## config.mk

```make
export PLATFORM = sky130hd
export DESIGN_NAME = button_conditioner
export DESIGN_NICKNAME = d
export VERILOG_FILES = /design/src/rtl/button_conditioner.sv
export SDC_FILE = /design/constraint.sdc
export NUM_CORES = 1
export LEC_CHECK = 0
export ABC_CLOCK_PERIOD_IN_PS = 5800
export BUFFER_PORTS_ARGS = -buffer_cell sky130_fd_sc_hd__buf_2
export CORE_ASPECT_RATIO = 2
export CORE_MARGIN = 8
export CORE_UTILIZATION = 55
export DETAILED_ROUTE_END_ITERATION = 6
export GPL_TIMING_DRIVEN = 0
export PLACE_DENSITY = 0.75
export SLEW_MARGIN = 20
export SYNTH_ARGS = -nofsm -noshare
export SYNTH_HDL_FRONTEND = slang
export SYNTH_SLANG_ARGS = --single-unit
```

## constraint.sdc

```tcl
create_clock -name clk -period 5.8 [get_ports clk]
set_clock_uncertainty 0.2 [all_clocks]
set_input_delay 1.16 -clock clk [delete_from_list [all_inputs] [get_ports clk]]
set_output_delay 1.16 -clock clk [all_outputs]
set_load 0.01 [all_outputs]
```

## src/rtl/button_conditioner.sv

```systemverilog
// Push-button front end: per channel a 2-flop synchronizer, a counter debouncer
// and a press/hold FSM producing clean level, press/release and auto-repeat pulses.
module button_conditioner #(
  parameter int                     NUM_INPUTS      = 4,
  parameter int                     COUNT_WIDTH     = 29,
  parameter logic [COUNT_WIDTH-1:0] DEBOUNCE_CYCLES = COUNT_WIDTH'(1_000_000),
  parameter logic [COUNT_WIDTH-1:0] REPEAT_DELAY    = COUNT_WIDTH'(50_000_000),
  parameter logic [COUNT_WIDTH-1:0] REPEAT_PERIOD   = COUNT_WIDTH'(10_000_000),
  parameter bit                     REPEAT_EN       = 1'b1
) (
  input  logic                  clk,
  input  logic                  rst_n,
  input  logic [NUM_INPUTS-1:0] btn_raw,
  output logic [NUM_INPUTS-1:0] btn_level,
  output logic [NUM_INPUTS-1:0] btn_press,
  output logic [NUM_INPUTS-1:0] btn_release,
  output logic [NUM_INPUTS-1:0] btn_repeat
);

  localparam logic [COUNT_WIDTH-1:0] ONE     = COUNT_WIDTH'(1);
  localparam logic [COUNT_WIDTH-1:0] DB_LAST = DEBOUNCE_CYCLES - ONE;
  localparam logic [COUNT_WIDTH-1:0] RD_LAST = REPEAT_DELAY - ONE;
  localparam logic [COUNT_WIDTH-1:0] RP_LAST = REPEAT_PERIOD - ONE;

  typedef enum logic [1:0] {
    S_RELEASED,
    S_HOLD_WAIT,
    S_REPEATING
  } hold_state_e;

  logic [NUM_INPUTS-1:0] r_sync1;
  logic [NUM_INPUTS-1:0] r_sync2;

  always_ff @(posedge clk or negedge rst_n) begin
    if (!rst_n) begin
      r_sync1 <= '0;
      r_sync2 <= '0;
    end else begin
      // NOTE: non-blocking so r_sync2 takes the old r_sync1, giving two real flop stages.
      r_sync1 <= btn_raw;
      r_sync2 <= r_sync1;
    end
  end

  for (genvar g = 0; g < NUM_INPUTS; g++) begin : g_chan
    logic [COUNT_WIDTH-1:0] r_db_cnt;
    logic [COUNT_WIDTH-1:0] r_hold_cnt;
    hold_state_e            r_state;
    logic                   r_level;
    logic                   r_press;
    logic                   r_release;
    logic                   r_repeat;
    logic                   w_differ;
    logic                   w_accept;
    logic                   w_rise;
    logic                   w_fall;

    assign w_differ = r_sync2[g] ^ r_level;
    assign w_accept = w_differ && (r_db_cnt == DB_LAST);
    assign w_rise   = w_accept && !r_level;
    assign w_fall   = w_accept && r_level;

    // Any cycle where the input agrees with the accepted level restarts the count.
    always_ff @(posedge clk or negedge rst_n) begin
      if (!rst_n) begin
        r_db_cnt  <= '0;
        r_level   <= 1'b0;
        r_press   <= 1'b0;
        r_release <= 1'b0;
      end else begin
        r_press   <= w_rise;
        r_release <= w_fall;
        if (!w_differ) begin
          r_db_cnt <= '0;
        end else if (w_accept) begin
          r_db_cnt <= '0;
          r_level  <= ~r_level;
        end else begin
          r_db_cnt <= r_db_cnt + ONE;
        end
      end
    end

    // A falling level overrides everything, so a release never carries a repeat.
    always_ff @(posedge clk or negedge rst_n) begin
      if (!rst_n) begin
        r_state    <= S_RELEASED;
        r_hold_cnt <= '0;
        r_repeat   <= 1'b0;
      end else begin
        r_repeat <= 1'b0;
        if (!REPEAT_EN || w_fall) begin
          r_state    <= S_RELEASED;
          r_hold_cnt <= '0;
        end else begin
          case (r_state)
            S_RELEASED: begin
              if (w_rise) begin
                r_state    <= S_HOLD_WAIT;
                r_hold_cnt <= '0;
              end
            end
            S_HOLD_WAIT: begin
              if (r_hold_cnt == RD_LAST) begin
                r_repeat   <= 1'b1;
                r_hold_cnt <= '0;
                r_state    <= S_REPEATING;
              end else begin
                r_hold_cnt <= r_hold_cnt + ONE;
              end
            end
            S_REPEATING: begin
              if (r_hold_cnt == RP_LAST) begin
                r_repeat   <= 1'b1;
                r_hold_cnt <= '0;
              end else begin
                r_hold_cnt <= r_hold_cnt + ONE;
              end
            end
            default: begin
              r_state    <= S_RELEASED;
              r_hold_cnt <= '0;
            end
          endcase
        end
      end
    end

    assign btn_level[g]   = r_level;
    assign btn_press[g]   = r_press;
    assign btn_release[g] = r_release;
    assign btn_repeat[g]  = r_repeat;
  end

endmodule

```

==> impl_metrics.env, run 1 <==
export IMPL_outcome="complete, no violations"
export IMPL_worstSetupStartpointType="flop"
export IMPL_crit_buf_inv=2
export IMPL_min_period_ns=3.53
export IMPL_synth_area_per_cell_um2=9.19
export IMPL_grt_pass1_wl_um=56500
export IMPL_cp_common_cell="clkbuf_1"
export IMPL_path_delay_family="compound AO/OA/AOI/OAI gates"
export IMPL_place_area_mm2=0.0149
export IMPL_antenna_found_initial=0
export IMPL_root_buffer="clkbuf_16"
export IMPL_worstPathRequired_ns=6.00
export IMPL_synth_cell_types=61
export IMPL_worst_pin_slew_ns=1.01
export IMPL_critPathCaptureType="flop"
export IMPL_dr_total_vias=11900
export IMPL_fin_util_pct=61.9
export IMPL_clk_latency_ns=0.55
export IMPL_hpwl_um=24300
export IMPL_numCtsBuffers=26
export IMPL_drt_first_iter_violations=705
export IMPL_slew_headroom_pct=32.0
export IMPL_nets=1631
export IMPL_cts_path_max_buffers=3
export IMPL_drt_total_wl_um=33700
export IMPL_rsz0062_at_grt="false"
export IMPL_n_antenna_cell=0
export IMPL_ys_seq_area_share_pct=46.4
export IMPL_cts_hold_buf=0
export IMPL_die_area_mm2=0.0316
export IMPL_core_rowCount=83
export IMPL_route_detailed_drc=0
export IMPL_yosys_top_cells_area="dfrtp_1, nand3_1, nor2_1"
export IMPL_die_w_um=130
export IMPL_htreeDepth=1
export IMPL_synth_edff_count=0
export IMPL_fillers=2195
export IMPL_post_cts_buffers=0
export IMPL_gr_usage_all_layers_pct=21.5
export IMPL_final_area_mm2=0.0158
export IMPL_worstSetupPathType="reg2reg"
export IMPL_clk_pin_slew_ns=0.07
export IMPL_synth_top_area_share_pct=46.4
export IMPL_synth_most_common_cell="dfrtp_1"
export IMPL_cts_tree="built"
export IMPL_detail_route_antenna_nets=0
export IMPL_hold_path_class="reg2reg"
export IMPL_avgRoutedWirePerCell_um=17.2
export IMPL_fin_crit_sh_pct=60.9
export IMPL_cts_sinks=264
export IMPL_finalPower_mw=3.75
export IMPL_initial_core_util_pct=55.7
export IMPL_area_growth_pct=11.0
export IMPL_slowest_stage="o41ai_1"
export IMPL_synthFlopType="dfrtp_1"
export IMPL_yosysWarnings=0
export IMPL_vias_per_cell=6.09
export IMPL_setup_viol=0
export IMPL_max_cap_violations=0
export IMPL_grt_overflow=0
export IMPL_power_density_mw_per_mm2=237
export IMPL_drv_slew=0
export IMPL_firstDrtPassIters=5
export IMPL_multi_input_area_mm2=0.00714
export IMPL_grt_pass1_vias=12100
export IMPL_clock_fmax_ghz=0.283
export IMPL_final_hold_viol_count=0
export IMPL_cp_max_fo=10
export IMPL_syn_inst=1549
export IMPL_ir_drop_v=0.000258
export IMPL_arrival_ns=3.74
export IMPL_synth_seq_cells=264
export IMPL_io_buffers=21
export IMPL_synthArstFlopShare_pct=100
export IMPL_seqCellArea_mm2=0.00661
export IMPL_core_mm2=0.0255
export IMPL_synth_common_cells="dfrtp_1, nor2_1, nand2_1, nand3_1, nand4_1"
export IMPL_synth_area_mm2=0.0142
export IMPL_ioPinCount=22
export IMPL_path_cells="nor4b_1, nand4_1, o41ai_1, a21oi_1, clkbuf_1, clkbuf_1, a31oi_1, o31ai_1"
export IMPL_cts_resized_gates=0
export IMPL_synth_top_area_cell="dfrtp_1"
export IMPL_timing_hold_ws_ns=0.152
export IMPL_p_leak_nw=6.51
export IMPL_globalplace_congestion=0.917
export IMPL_drive_gt1_share_pct=7.09
export IMPL_die_y_um=244
export IMPL_synth_fp_nets=1579
export IMPL_grt_max_degree=87
export IMPL_cpPeakStageDelay_ns=0.90
==> final timing paths <==
check,end,slack [ns],startpoint,cells past startpoint
min in group asynchronous,g_chan[1].r_hold_cnt[12],0.28,rst_n,1
max,g_chan[2].r_hold_cnt[27],2.27,g_chan[2].r_db_cnt[10],8
max reg2reg,g_chan[2].r_hold_cnt[27],2.27,g_chan[2].r_db_cnt[10],8
min reg2reg,r_sync2[3],0.15,r_sync1[3],0
max in group asynchronous,g_chan[0].r_db_cnt[24],4.02,rst_n,3
min,r_sync2[3],0.15,r_sync1[3],0
==> routing by layer <==
layer  vias to the layer above  global-route usage [%]  routed length, um
met5                         -                       0                  0
met4                         0                    9.69               1290
met3                        92                    2.41               1100
met2                       258                    41.1              18700
met1                      5828                    22.5              12700
li1                       5760                       -                  -
==> sequential cells by signal, indices dropped and copies added (netlist names) <==
register           flops
g_chan.r_db_cnt      116
g_chan.r_hold_cnt    116
g_chan.r_state         8
g_chan.r_level         4
g_chan.r_press         4
g_chan.r_release       4
g_chan.r_repeat        4
r_sync1                4
r_sync2                4
==> metrics by stage <==
stage	std cells	setup TNS (ns)	setup WS (ns)
after global routing	1961	0	2.14
final	1961	0	2.27
after global placement	1910	-386.76	-1.51
after floorplan	1549	0	2.92
after detailed placement	1913	0	2.35
after CTS	1961	0	2.31
==> cell usage in the layout (no fill, tap or decap), drive strengths merged, types with 21 or more instances in the layout <==
| cell type | n |
|---|---|
| nand3 | 131 |
| nor2 | 165 |
| nor4 | 32 |
| clkbuf | 82 |
| and3 | 37 |
| a31oi | 26 |
| inv | 39 |
| or4 | 32 |
| nor3 | 38 |
| dfrtp | 264 |
| a21oi | 32 |
| buf | 53 |
| and2 | 31 |
| ha | 24 |
| and4 | 21 |
| o31ai | 32 |
| nand2 | 142 |
| nand4 | 70 |
| xor2 | 67 |
| or3 | 39 |
| o21ai | 54 |
| xnor2 | 42 |
==> worst reg2reg max path: stages, from the launching register on <==
cell and delay, ns:
dfrtp_1 0.44, nor4b_1 0.37, nand4_1 0.33, o41ai_1 0.90, a21oi_1 0.16, clkbuf_1 0.31, clkbuf_1 0.33, a31oi_1 0.26
o31ai_1 0.11
==> report_power, final <==
| group | internal, mW | switching, mW | total (mW) |
|---|---|---|---|
| sequential | 1.85 | 0.00857 | 1.86 |
| combinational | 0.0172 | 0.0567 | 0.0739 |
| clock | 1.07 | 0.746 | 1.82 |
| total | 2.94 | 0.811 | 3.75 |
==> area by class of cell <==
cell class	instances	area share, %
clock buffers	35	4.91
multi-input cells	1170	45.1
plain buffers	76	2.33
repair buffers	24	1.25
well taps	340	2.69
inverters	39	0.926
clock inverters	13	0.973
flip-flops and latches	264	41.8
==> kinds of logic after synthesis <==
family	count (synthesis)	share of synthesized area [%]
AOI/OAI and AO/OA	247	12.0
xor gates and xnor gates	109	6.70
adders and majority gates	24	2.11
buffers and inverters	115	3.61
DFF	264	46.4
muxes	2	0.141
and+or+nand+nor	788	29.0
Power figures use the tool's default switching activity.
==> run 2, diff against run 1 <==
Settings changed: ABC_AREA set to 1, ABC_CLOCK_PERIOD_IN_PS 5800 to 2990, PLACE_DENSITY 0.75 to 0.78.
Clock period 5.8 ns to 2.99 ns, I/O delays scaled along.
==> impl_metrics.env, run 2 <==
export IMPL_initial_core_util_pct=55.7
export IMPL_grt_pass1_wl_um=78900
export IMPL_root_buffer="clkbuf_16"
export IMPL_die_area_mm2=0.0368
export IMPL_timing_hold_ws_ns=0.152
export IMPL_worstSetupPathType="reg2reg"
export IMPL_clk_pin_slew_ns=0.07
export IMPL_nets=2529
export IMPL_vias_per_cell=5.68
export IMPL_post_cts_buffers=0
export IMPL_hold_path_class="reg2reg"
export IMPL_synth_fp_nets=2472
export IMPL_synth_most_common_cell="nand2_1"
export IMPL_route_detailed_drc=0
export IMPL_cp_max_fo=10
export IMPL_synth_compound_area_share_pct=5.06
export IMPL_yosys_top_cells_area="dfrtp_1, nand2_1, nor2_1"
export IMPL_detail_route_antenna_nets=0
export IMPL_firstDrtPassIters=5
export IMPL_cpPeakStageDelay_ns=0.37
export IMPL_place_area_mm2=0.0175
export IMPL_final_hold_viol_count=0
export IMPL_syn_inst=2442
export IMPL_min_period_ns=2.62
export IMPL_cp_common_cell="nand2_1"
export IMPL_rr_endpoint="g_chan[0].r_hold_cnt[16]"
export IMPL_finalSetupTns_ns=0
export IMPL_core_mm2=0.0302
export IMPL_worst_pin_slew_ns=0.662
export IMPL_slowest_stage="dfrtp_1"
export IMPL_cts_resized_gates=0
export IMPL_reg2reg_from="g_chan[0].r_hold_cnt[1]"
export IMPL_synthFlopType="dfrtp_1"
export IMPL_critPathCaptureType="flop"
export IMPL_area_growth_pct=9.72
export IMPL_dr_total_vias=16400
export IMPL_p_leak_nw=8.40
export IMPL_dp_cells=2834
export IMPL_n_antenna_cell=0
export IMPL_ff2ff_setup_slack_ns=0.37
export IMPL_max_cap_violations=0
export IMPL_synthArstFlopShare_pct=100
export IMPL_layout_commonest_cell="nand2_1"
export IMPL_synth_edff_count=0
export IMPL_avgRoutedWirePerCell_um=16.5
export IMPL_synth_mux_area_share_pct=0
export IMPL_grt_overflow=0
export IMPL_io_buffers=21
export IMPL_holdPathEnd="r_sync2[0]"
export IMPL_synth_area_mm2=0.0168
export IMPL_synth_top_family_by_area="simple AND/OR/NAND/NOR gates"
export IMPL_clock_fmax_ghz=0.382
export IMPL_synth_seq_cells=264
export IMPL_die_w_um=140
export IMPL_core_rowCount=90
export IMPL_drv_slew=0
export IMPL_synth_cell_types=53
export IMPL_synth_top_area_share_pct=39.3
export IMPL_slew_headroom_pct=55.5
export IMPL_synth_common_cells="nand2_1, nor2_1, inv_1, dfrtp_1, nand3_1"
export IMPL_layout_common_cells="nand2_1, nor2_1, inv_1, dfrtp_1, nand3_1"
export IMPL_drive_gt1_share_pct=6.95
export IMPL_grt_pass1_vias=16900
export IMPL_worstPathRequired_ns=3.23
export IMPL_hold_start="r_sync1[0]"
export IMPL_drt_total_wl_um=47600
export IMPL_synth_adder_area_share_pct=1.79
export IMPL_htreeDepth=1
export IMPL_worstSetupStartpointType="flop"
export IMPL_cts_sinks=264
export IMPL_ioPinCount=22
export IMPL_holdPathStages=0
export IMPL_fin_crit_sh_pct=87.5
export IMPL_grt_max_degree=94
export IMPL_power_density_mw_per_mm2=399
export IMPL_clk_latency_ns=0.55
export IMPL_setup_viol=0
export IMPL_numCtsBuffers=26
export IMPL_yosysWarnings=0
export IMPL_yosys_area_share_simple_pct=40.2
export IMPL_rsz0062_at_grt="false"
export IMPL_synth_area_per_cell_um2=6.89
export IMPL_die_y_um=263
export IMPL_cts_path_max_buffers=3
export IMPL_top_regs="g_chan.r_db_cnt (116), g_chan.r_hold_cnt (116), g_chan.r_state (8)"
export IMPL_cts_tree="built"
export IMPL_hpwl_um=36300
export IMPL_finalWorstSetupSlack_ns=0.373
export IMPL_final_area_mm2=0.0185
export IMPL_globalplace_congestion=1.00
export IMPL_synth_xor_area_share_pct=3.81
export IMPL_arrival_ns=2.86
export IMPL_gr_usage_all_layers_pct=26.1
export IMPL_ys_seq_area_share_pct=39.3
export IMPL_pre_cts_ws_ns=0.402
export IMPL_drt_first_iter_violations=818
export IMPL_path_cells="ha_1, nand3_1, nor2_1, nand2_1, inv_1, nand3_1, nand2_1, nand2_1, nand2_1, nand2_2, clkinv_2, buf_6, nor2_1"
export IMPL_synth_top_area_cell="dfrtp_1"
export IMPL_cts_hold_buf=5
export IMPL_stdcell_count=2887
export IMPL_antenna_found_initial=0
export IMPL_ir_drop_v=0.000483
export IMPL_outcome="complete, no violations"
export IMPL_rr_worst_depth=13
## run 2: cell count changes after synthesis, moves of 39 or more
cell,change
nor3_1,+67
nand4_1,+55
or3_1,-39
inv_1,+296
nand3_1,+77
nor2_1,+251
nand2_1,+467
clkbuf_1,-44
## run 2: logic make-up (layout without fill, tap and decap cells)
family / after synthesis / count (layout)
buffers and inverters: 393 / 470
AOI/OAI and AO/OA: 150 / 150
DFF: 264 / 264
adders and majority gates: 24 / 24
and+or+nand+nor: 1540 / 1540
xor gates and xnor gates: 71 / 71
## run 2: per-stage QoR
| stage | utilization, % | power, mW |
|---|---|---|
| 2_1_floorplan | - | 3.73 |
| 3_3_place_gp | 57.6 | 3.82 |
| 3_5_place_dp | 57.9 | 3.84 |
| 4_1_cts | 61.1 | 7.45 |
| 5_1_grt | 61.1 | 7.58 |
| 6_report | 61.1 | 7.36 |
## run 2: final cells by class
type | count | area, um2
Buffer | 48 | 357
Clock buffer | 33 | 738
Clock inverter | 15 | 188
Fill cell | 2780 | 11700
Inverter | 345 | 1300
Multi-Input combinational cell | 1785 | 8560
Sequential cell | 264 | 6610
Tap cell | 368 | 460
Timing Repair Buffer | 29 | 248
## run 2: metal layers
metal / track usage [%] / vias up / part of all wire (%)
met5: 0 / - / 0
met4: 20.2 / 0 / 8.0
met3: 3.23 / 257 / 3.8
met2: 50.9 / 498 / 55
met1: 23.6 / 7687 / 34
li1: - / 7960 / -
## run 2: worst max path at each step
stage                            startpoint                        to  cells after the start
finish              g_chan[0].r_hold_cnt[1]  g_chan[0].r_hold_cnt[16]                     13
detailed placement  g_chan[3].r_hold_cnt[1]  g_chan[3].r_hold_cnt[23]                     13
global placement                      rst_n     g_chan[2].r_db_cnt[3]                      1
CTS                 g_chan[3].r_hold_cnt[1]   g_chan[3].r_hold_cnt[6]                     13
floorplan           g_chan[3].r_hold_cnt[0]  g_chan[3].r_hold_cnt[12]                     13
global route        g_chan[3].r_hold_cnt[0]  g_chan[3].r_hold_cnt[10]                     13
## run 2: worst max-delay path: cells and delay by family, from the launching register on
kind	cells	cell delay, ns
fa+ha+maj	1	0.18
buf+inv	3	0.42
flops	1	0.37
simple gates	9	1.33
## run 2: where the power goes
| part | total, mW | switching, mW | leakage, nW | internal [mW] |
|---|---|---|---|---|
| sequential | 3.61 | 0.0164 | 3.66 | 3.59 |
| combinational | 0.171 | 0.128 | 4.28 | 0.0433 |
| clock | 3.59 | 1.49 | 0.457 | 2.10 |
